===== src/rtl/game_pkg.sv =====
// Shared types and default parameters for the game sequencer.
package game_pkg;

  localparam int unsigned STATE_W           = 3;
  localparam int unsigned LIVES_W           = 3;
  localparam int unsigned CNT_W             = 8;
  localparam int unsigned SCORE_W_DEF       = 8;
  localparam int unsigned LIVES_INIT_DEF    = 3;
  localparam int unsigned WIN_SCORE_DEF     = 10;
  localparam int unsigned FREEZE_FRAMES_DEF = 30;

  typedef enum logic [STATE_W-1:0] {
    IDLE   = 3'd0,
    PLAY   = 3'd1,
    FREEZE = 3'd2,
    OVER   = 3'd3,
    WIN    = 3'd4
  } game_state_t;

endpackage


===== src/rtl/frame_down_counter.sv =====
// Loadable down counter stepped by a per-frame strobe; stops at zero.
module frame_down_counter
  import game_pkg::*;
(
  input  logic             clk,
  input  logic             resetN,
  input  logic             load_i,
  input  logic [CNT_W-1:0] load_val_i,
  input  logic             dec_i,
  output logic [CNT_W-1:0] count_o,
  output logic             zero_o
);

  logic [CNT_W-1:0] count_q, count_d;
  logic             zero_q;

  // Load wins over a coincident decrement.
  always_comb begin
    count_d = count_q;
    if (load_i) begin
      count_d = load_val_i;
    end else if (dec_i && (count_q != '0)) begin
      count_d = count_q - CNT_W'(1);
    end
  end

  always_ff @(posedge clk or negedge resetN) begin
    if (!resetN) begin
      count_q <= '0;
      zero_q  <= 1'b1;
    end else begin
      count_q <= count_d;
      zero_q  <= (count_d == '0);
    end
  end

  assign count_o = count_q;
  assign zero_o  = zero_q;

endmodule


===== src/rtl/game_state_fsm.sv =====
// Game sequencer: phase FSM plus lives/score bookkeeping and object
// freeze/respawn control driven by hit, reward, frame and start inputs.
module game_state_fsm
  import game_pkg::*;
#(
  parameter int unsigned LIVES_INIT    = LIVES_INIT_DEF,
  parameter int unsigned SCORE_W       = SCORE_W_DEF,
  parameter int unsigned WIN_SCORE     = WIN_SCORE_DEF,
  parameter int unsigned FREEZE_FRAMES = FREEZE_FRAMES_DEF
) (
  input  logic               clk,
  input  logic               resetN,
  input  logic               startOfFrame,
  input  logic               startKey,
  input  logic               hitPulse,
  input  logic               rewardPulse,
  output logic [STATE_W-1:0] gameState,
  output logic [LIVES_W-1:0] lives,
  output logic [SCORE_W-1:0] score,
  output logic               freezeObjects,
  output logic               respawnPulse,
  output logic               gameOver,
  output logic               gameWin
);

  game_state_t        state_q, state_d;
  logic [LIVES_W-1:0] lives_q, lives_d;
  logic [SCORE_W-1:0] score_q, score_d;
  logic               freeze_q, freeze_d;
  logic               respawn_q, respawn_d;
  logic               over_q, over_d;
  logic               win_q, win_d;
  logic               key_q;
  logic               start_evt;

  logic               cnt_load;
  logic               cnt_dec;
  logic [CNT_W-1:0]   cnt_value;
  logic               cnt_zero;
  logic               cnt_last;

  assign start_evt = startKey && !key_q;
  assign cnt_dec   = startOfFrame && (state_q == FREEZE);
  // A zero count in FREEZE is unreachable; treating it as last avoids a lockup.
  assign cnt_last  = (cnt_value == CNT_W'(1)) || cnt_zero;

  frame_down_counter u_freeze_cnt (
    .clk        (clk),
    .resetN     (resetN),
    .load_i     (cnt_load),
    .load_val_i (CNT_W'(FREEZE_FRAMES)),
    .dec_i      (cnt_dec),
    .count_o    (cnt_value),
    .zero_o     (cnt_zero)
  );

  always_comb begin
    state_d   = state_q;
    lives_d   = lives_q;
    score_d   = score_q;
    respawn_d = 1'b0;
    cnt_load  = 1'b0;

    unique case (state_q)
      IDLE: begin
        if (start_evt) begin
          state_d   = PLAY;
          lives_d   = LIVES_W'(LIVES_INIT);
          score_d   = '0;
          respawn_d = 1'b1;
        end
      end
      PLAY: begin
        // A hit masks a reward arriving in the same cycle.
        if (hitPulse) begin
          if (lives_q <= LIVES_W'(1)) begin
            lives_d = '0;
            state_d = OVER;
          end else begin
            lives_d  = lives_q - LIVES_W'(1);
            state_d  = FREEZE;
            cnt_load = 1'b1;
          end
        end else if (rewardPulse) begin
          if (score_q != '1) begin
            score_d = score_q + SCORE_W'(1);
          end
          if (score_d >= SCORE_W'(WIN_SCORE)) begin
            state_d = WIN;
          end
        end
      end
      FREEZE: begin
        if (startOfFrame && cnt_last) begin
          state_d   = PLAY;
          respawn_d = 1'b1;
        end
      end
      OVER, WIN: begin
        if (start_evt) begin
          state_d = IDLE;
        end
      end
      default: state_d = IDLE;
    endcase

    freeze_d = (state_d != PLAY);
    over_d   = (state_d == OVER);
    win_d    = (state_d == WIN);
  end

  always_ff @(posedge clk or negedge resetN) begin
    if (!resetN) begin
      state_q   <= IDLE;
      lives_q   <= LIVES_W'(LIVES_INIT);
      score_q   <= '0;
      freeze_q  <= 1'b1;
      respawn_q <= 1'b0;
      over_q    <= 1'b0;
      win_q     <= 1'b0;
      key_q     <= 1'b0;
    end else begin
      state_q   <= state_d;
      lives_q   <= lives_d;
      score_q   <= score_d;
      freeze_q  <= freeze_d;
      respawn_q <= respawn_d;
      over_q    <= over_d;
      win_q     <= win_d;
      key_q     <= startKey;
    end
  end

  assign gameState     = state_q;
  assign lives         = lives_q;
  assign score         = score_q;
  assign freezeObjects = freeze_q;
  assign respawnPulse  = respawn_q;
  assign gameOver      = over_q;
  assign gameWin       = win_q;

endmodule


===== config.mk =====
export PLATFORM = sky130hd
export DESIGN_NAME = game_state_fsm
export DESIGN_NICKNAME = d
export VERILOG_FILES = /design/src/rtl/game_pkg.sv /design/src/rtl/frame_down_counter.sv /design/src/rtl/game_state_fsm.sv
export SDC_FILE = /design/constraint.sdc
export NUM_CORES = 1
export LEC_CHECK = 0
export CORE_MARGIN = 4
export CORE_UTILIZATION = 35
export CTS_CLUSTER_SIZE = 28
export DETAILED_ROUTE_END_ITERATION = 7
export PLACE_DENSITY = 0.6
export SETUP_SLACK_MARGIN = 0.4
export SYNTH_ARGS = -nofsm -noshare
export SYNTH_HDL_FRONTEND = slang
export SYNTH_HIERARCHICAL = 1
export SYNTH_SLANG_ARGS = --single-unit
export TNS_END_PERCENT = 5

===== constraint.sdc =====
create_clock -name clk -period 3.68 [get_ports clk]
set_clock_uncertainty 0.15 [all_clocks]
set_input_delay 0.368 -clock clk [delete_from_list [all_inputs] [get_ports clk]]
set_output_delay 0.368 -clock clk [all_outputs]
set_load 0.01 [all_outputs]

==> results of run 1 <==
-- final timing paths --
path	startpoint	depth (start not counted)	slack [ns]	to
hold / removal	resetN	2	0.31	score[0]
hold reg to reg	lives[0]	2	0.39	lives[0]
setup reg to reg	gameState[1]	7	1.00	u_freeze_cnt/zero_o
setup / recovery	gameState[1]	7	1.00	u_freeze_cnt/zero_o
max in group asynchronous	resetN	2	2.76	freezeObjects
min in group clk	lives[0]	2	0.39	lives[0]
-- metal layers --
metal	vias to the layer above	part of all wire	track usage
met2	30	0.46	0.1910
met5	-	0	0
met1	691	0.48	0.1693
met4	0	0.010	0.04196
met3	4	0.047	0.02179
li1	717	-	-
-- critical path: stages (launching register included) --
cell and delay [ns]:
dfrtp_1 0.56, nand2b_1 0.17, nor3b_1 0.32, or4b_1 0.51, or4_1 0.43, a31oi_2 0.23
nor2_1 0.07, and4b_1 0.19
-- cell usage in the layout (no fill, tap or decap), drive strengths merged, types with 3 or more instances in the layout --
cell / synthesis / layout
nand4: 3 / 3
nor4: 5 / 5
inv: 10 / 10
nor3: 4 / 4
xor2: 4 / 4
and4: 3 / 3
mux2: 5 / 5
conb: 2 / 13
o21ai: 10 / 10
nand2b: 3 / 3
and3: 3 / 3
dfstp: 4 / 4
clkbuf: 1 / 3
ha: 5 / 5
nand2: 10 / 10
nor2: 14 / 14
clkdlybuf4s50: 0 / 23
dfrtp: 24 / 24
a31oi: 5 / 5
nand3: 5 / 5
or4: 5 / 5
a21oi: 10 / 10
-- area by class of cell --
cell class | instances | area (um2)
timing repair buffer | 25 | 245.2
inverter | 10 | 37.54
tap | 67 | 83.83
fill | 475 | 2629
sequential | 28 | 705.7
clock buffer | 3 | 41.29
clock inverter | 1 | 30.03
multi-input combinational | 144 | 982.2
-- logic make-up (layout without fill, tap and decap cells) --
logic type / count (synthesis) / after routing / share of synthesized area
compound gates: 43 / 43 / 0.1783
buf+inv: 19 / 39 / 0.05392
flops: 28 / 28 / 0.4055
fa+ha+maj: 5 / 5 / 0.03595
xor+xnor: 6 / 6 / 0.03019
other cells: 2 / 13 / 0.004315
simple gates: 70 / 70 / 0.2480
mux: 7 / 7 / 0.04385
-- where the power goes --
group | leakage (nW) | internal, mW | total, mW | switching, mW
clock network | 0.0357 | 0.146 | 0.242 | 0.0968
registers | 0.351 | 0.412 | 0.544 | 0.132
logic | 0.517 | 0.259 | 0.500 | 0.241
total | 0.904 | 0.816 | 1.29 | 0.470
-- through the flow --
stage,instances,hold WS [ns],instance area [um2],worst slack (ns)
final,278,0.3073,2126,1.000
after global routing,278,0.3492,2126,0.8605
after CTS,278,0.3252,2126,1.000
after detailed placement,274,0.3756,2054,0.9036
after global placement,274,0.3836,2054,0.9504
after floorplan,191,-0.07759,1782,1.178
-- state kept, by name, summed over array words and instances (netlist names) --
signal and flops:
freezeObjects 1, gameOver 1, gameState 3, gameWin 1, key_q 1, lives 3, respawnPulse 1, score 8
u_freeze_cnt/count_o 8, u_freeze_cnt/zero_o 1
==> impl_results.md, run 1 <==
- H-tree depth: 1
- CTS buffer count: 3
- Commonest cells in the netlist: dfrtp_1 (24), nor2_1 (14), inv_1 (10), nand2_1 (10), a21oi_1 (9)
- CP Max Fanout: 10
- Detailed Route Iter0 Violations: 150
- Synth Flop Type: dfrtp_1
- Async SR Flop Fraction: 1.000
- CTS Sinks: 28
- Area delta synth->final: 22.14%
- Crit path DAT: 2.74 ns
- Pwr Total: 1.286 mW
- Post-synth top area share: 0.3451
- Antenna viol nets, final: 0
- IO Pins: 24
- DRC viols: 0
- EDFF count, synth: 0
- Yosys reg bits: 28
- Number of diodes: 0
- Most common cell in the netlist: dfrtp_1
- Worst-Margin Slew: a little over 0.5 ns
- Area contributors post-synth: dfrtp_1 (35%), dfstp_2 (6.0%), ha_1 (3.6%)
- Postcts setup bufs: 0
- Placer Congestion: between 0.7 and 0.8
- Pins over their slew limit: 0
- Post-DP HPWL: 2672 um
- CORE AREA: between 4000 and 5000 um2
- Final hold violation count: 0
- Total GRT Usage: 0.1222
- Pin count of the biggest net entering global routing: 29
- CTS Hold Bufs: 0
- Layout cells sized above 1: 0.1185
- WL final: between 3000 and 4000 um
- Seq/Total Area, Yosys: 0.4055
- RSZ-0062 raised after global routing: no
- # rows: 25
- Slew HR: 0.6551
- Startpoint types: register
- WS Path Type: register to register
- Drt pass-1 iters: 4
- Pwr dens: 604.8 nW/um2
- WL per Instance: between 10 and 15 um
- Final period utilization: 0.7282
- Leakage: between 0.9 and 1 nW
- Post_cts resized: 0
- Starting Density: 0.3661
- Fmax: 373.2 MHz
- Final net count: approximately 220
- Final setup viols: 0
- CP Data Required Time: about 3.7 ns
- Worst Setup End Kind: register
- Syn Area/Cell: 9.669 um2
- Hold Path Class: input port to async pin
- Number of global-route vias before repair: between 1000 and 1500
- Post-Syn Area: 1740 um2
- Clock-pin slew on the worst setup and hold paths: roughly 0.10 ns
- Overflow after GRT: 0
- Outcome: finished clean
- Instance count of the mapped netlist: 180
- Period minus WS final: between 2 and 3 ns
- TNS Setup: 0 ns
- Via/cell ratio: 5.187
- Synth cell types: 59
- Vias: around 1400
- Antenna violations before repair: 0
- Root buffer cell: clkbuf_8
- Max Buffers Root-to-Sink: 2
- Worst-skew pair later-pin latency: 0.27 ns
- Yosys warns: 6
- Die Wd: about 80 um
- Layout Utilization: 0.4471
- Dominant cell type by area after synthesis: dfrtp_1
- VDD IR max: around 0.22 mV
- CTS tree: done
- IO Port Bufs: 23
- Die area: 6165 um2
- Die Height: between 70 and 80 um
- Global-route wire length before repair: 6051 um
- Max cap viols: 0
(Power assumes the default switching activity.)
==> inputs of run 2 (changes only) <==
==> constraint.sdc (replaced) <==
create_clock -name clk -period 2.5 [get_ports clk]
set_clock_uncertainty 0.15 [all_clocks]
set_input_delay 0.25 -clock clk [delete_from_list [all_inputs] [get_ports clk]]
set_output_delay 0.25 -clock clk [all_outputs]
set_load 0.01 [all_outputs]
==> run 2 against run 1 <==
  * Global-route usage is 1.2 points higher
  * Worst hold slack worse by 0.11 ns
  * Non-clock buffer count grew 10
  * Combinational power increased by 75%
  * Die area is the same
  * Sequential share of layout area down 1.4 points
  * Sequential power increased by 41%
  * Utilization increased by 2.1 points
  * Fmax up 14%
  * Design area rose by 4.6%
  * Sequential cell count stayed put
  * Critical path type unchanged
==> impl_results.md, run 2 (synthesis gave the netlist of run 1 again) <==
- CTS tree: done
- Int Power: 1.260 mW (+54%)
- Worst-skew pair later-pin latency: 0.27 ns (about the same)
- Die area: 6165 um2 (unchanged)
- Startpoint types: register
- Switching power share of the total: 0.3686 (+0.003310)
- Worst-case reg-to-reg path depth: 7 (unchanged)
- Sequential power share: 0.384 (-0.039)
- CTS Sinks: 28 (unchanged)
- DRC viols: 0 (unchanged)
- # rows: 25 (unchanged)
- DRT met1 WL: 1983 um (+13%)
- Metal3 WL: 128 um (-25%)
- TNS Setup: 0 ns (unchanged)
- Antenna viol nets, final: 0 (unchanged)
- Leakage: 0.9585 nW (+6.0%)
- Met2 WL: 1766 um (+5.6%)
- H-tree depth: 1 (unchanged)
- Layout cells sized above 1: 0.1765 (+0.05799)
- CORE AREA: 4755 um2 (unchanged)
- Final net count: 233 (+4.5%)
- RSZ-0062 raised after global routing: yes
- Worst Setup End Kind: register
- Clock power frac: 0.177 (-0.012)
- IO Port Bufs: 23 (unchanged)
- CP Max Fanout: 3 (-7)
- Final period utilization: 0.9393 (+0.2111)
- Antenna violations before repair: 0 (unchanged)
- Root buffer cell: clkbuf_8
- Period minus WS final: 2.348 ns (-0.3314 ns)
- Vias: 1427 (-1.0%)
- Die Height: 78.52 um (unchanged)
- Max Buffers Root-to-Sink: 2 (unchanged)
- Pin count of the biggest net entering global routing: 29 (unchanged)
- CP Data Required Time: 2.56 ns (-1.18 ns)
- Number of diodes: 0 (unchanged)
- Postcts setup bufs: 0 (unchanged)
- Most frequent cells in the layout: dfrtp_1 (23), clkdlybuf4s50_1 (23), nor2_1 (14), conb_1 (13), buf_4 (12)
- VDD IR max: 0.3421 mV (+53%)
- CP max stage delay: 0.49 ns (-0.07 ns)
- WL final: 3906 um (+7.6%)
- Cells after DPL: 284 (+3.6%)
- WS Path Type: register to register
- Crit path DAT: 2.41 ns (-0.33 ns)
- Clock-pin slew on the worst setup and hold paths: 0.10 ns (about the same)
- Final hold violation count: 0 (unchanged)
- Fmax: 425.8 MHz (+14%)
- Post-DP HPWL: 2884 um (+7.9%)
- Net Sw Power: 735.6 uW (+57%)
- WL per Instance: 13.56 um (+3.8%)
- Crit-path slowest cell: or4b_4
- Pins over their slew limit: 0 (unchanged)
- Max cap viols: 0 (unchanged)
- IO Pins: 24 (unchanged)
- Via/cell ratio: 4.955 (-4.5%)
- Detailed Route Iter0 Violations: 78 (-48%)
- Highest Signal Layer: met4
- Overflow after GRT: 0 (unchanged)
- Hold Path Class: input port to async pin
- Post-route insts no fill: 288 (+3.6%)
- Global-route wire length before repair: 6630 um (+9.6%)
- Final setup viols: 0 (unchanged)
- Drt pass-1 iters: 4 (unchanged)
- Pwr dens: 897.2 nW/um2 (+48%)
- Area delta synth->final: 27.82%
- CTS buffer count: 3 (unchanged)
- Placer Congestion: 0.8257 (+9.7%)
- Starting Density: 0.3661 (unchanged)
- Worst path cell trace: nand2b_4 -> nor3b_4 -> or4b_4 -> or4_1 -> a31oi_2 -> nor2_1 -> and4b_1
- Die Wd: 78.52 um (unchanged)
- Total GRT Usage: 0.1343 (+0.01207)
- Number of global-route vias before repair: 1349 (+6.5%)
- Outcome: finished clean
- Combinational Power Share: 0.439 (+0.050)
- Pwr Total: 1.996 mW (+55%)
- Layout fillers: 466 (-1.9%)
-- run 2: final cells by class --
cell class | instances | area (um2) | share of cell area
flip-flops and latches | 28 | 706.9 | 0.3178
well taps | 67 | 83.83 | 0.03768
clock inverters | 1 | 30.03 | 0.01350
repair buffers | 35 | 320.3 | 0.1440
multi-input cells | 144 | 1005 | 0.4516
clock buffers | 3 | 41.29 | 0.01856
inverters | 10 | 37.54 | 0.01687
-- run 2: worst paths after layout --
kind / startpoint / endpoint / slack, ns
setup reg to reg: gameState[2] / u_freeze_cnt/zero_o / 0.15
max in group asynchronous: resetN / freezeObjects / 1.69
hold / removal: resetN / score[0] / 0.20
setup / recovery: gameState[2] / u_freeze_cnt/zero_o / 0.15
min in group clk: startKey / key_q / 0.32
hold reg to reg: lives[0] / lives[0] / 0.40
-- run 2: what timing repair did --
| action | CTS | global route |
|---|---|---|
| endpoints found under the setup margin | 8 | 10 |
| hold buffers | 0 | 0 |
| gates resized for setup | 1 | 0 |
-- run 2: worst max-delay path: cells and delay by family (launching register included) --
family           cells  cell delay, ns
AND/OR/NAND/NOR      6            1.56
flip-flops           1            0.41
AO/OA/AOI/OAI        1            0.16
-- run 2: per-layer routing --
layer,up-vias,track usage
met5,-,0
met4,0,0.03846
met3,2,0.02294
met2,18,0.2054
met1,672,0.1934
li1,735,-
-- run 2: power groups by stage --
stage | clock network (mW) | registers (mW) | logic, mW
after CTS | 0.367 | 0.768 | 0.882
after detailed placement | 0 | 0.772 | 0.869
after global routing | 0.383 | 0.802 | 0.968
after floorplan | 0 | 0.757 | 0.550
final | 0.354 | 0.766 | 0.877
after global placement | 0 | 0.769 | 0.863
-- run 2: per-stage QoR --
| step | hold WS, ns | area, um2 | worst slack, ns | utilization |
|---|---|---|---|---|
| finish | 0.1957 | 2225 | 0.1517 | 0.4679 |
| global route | 0.2290 | 2225 | 0.06306 | 0.4679 |
| CTS | 0.2081 | 2225 | 0.1565 | 0.4679 |
| detailed placement | 0.3835 | 2147 | -0.03409 | 0.4516 |
| global placement | 0.3808 | 2147 | 0.02597 | 0.4516 |
| floorplan | -0.1956 | 1805 | 0.1849 | - |
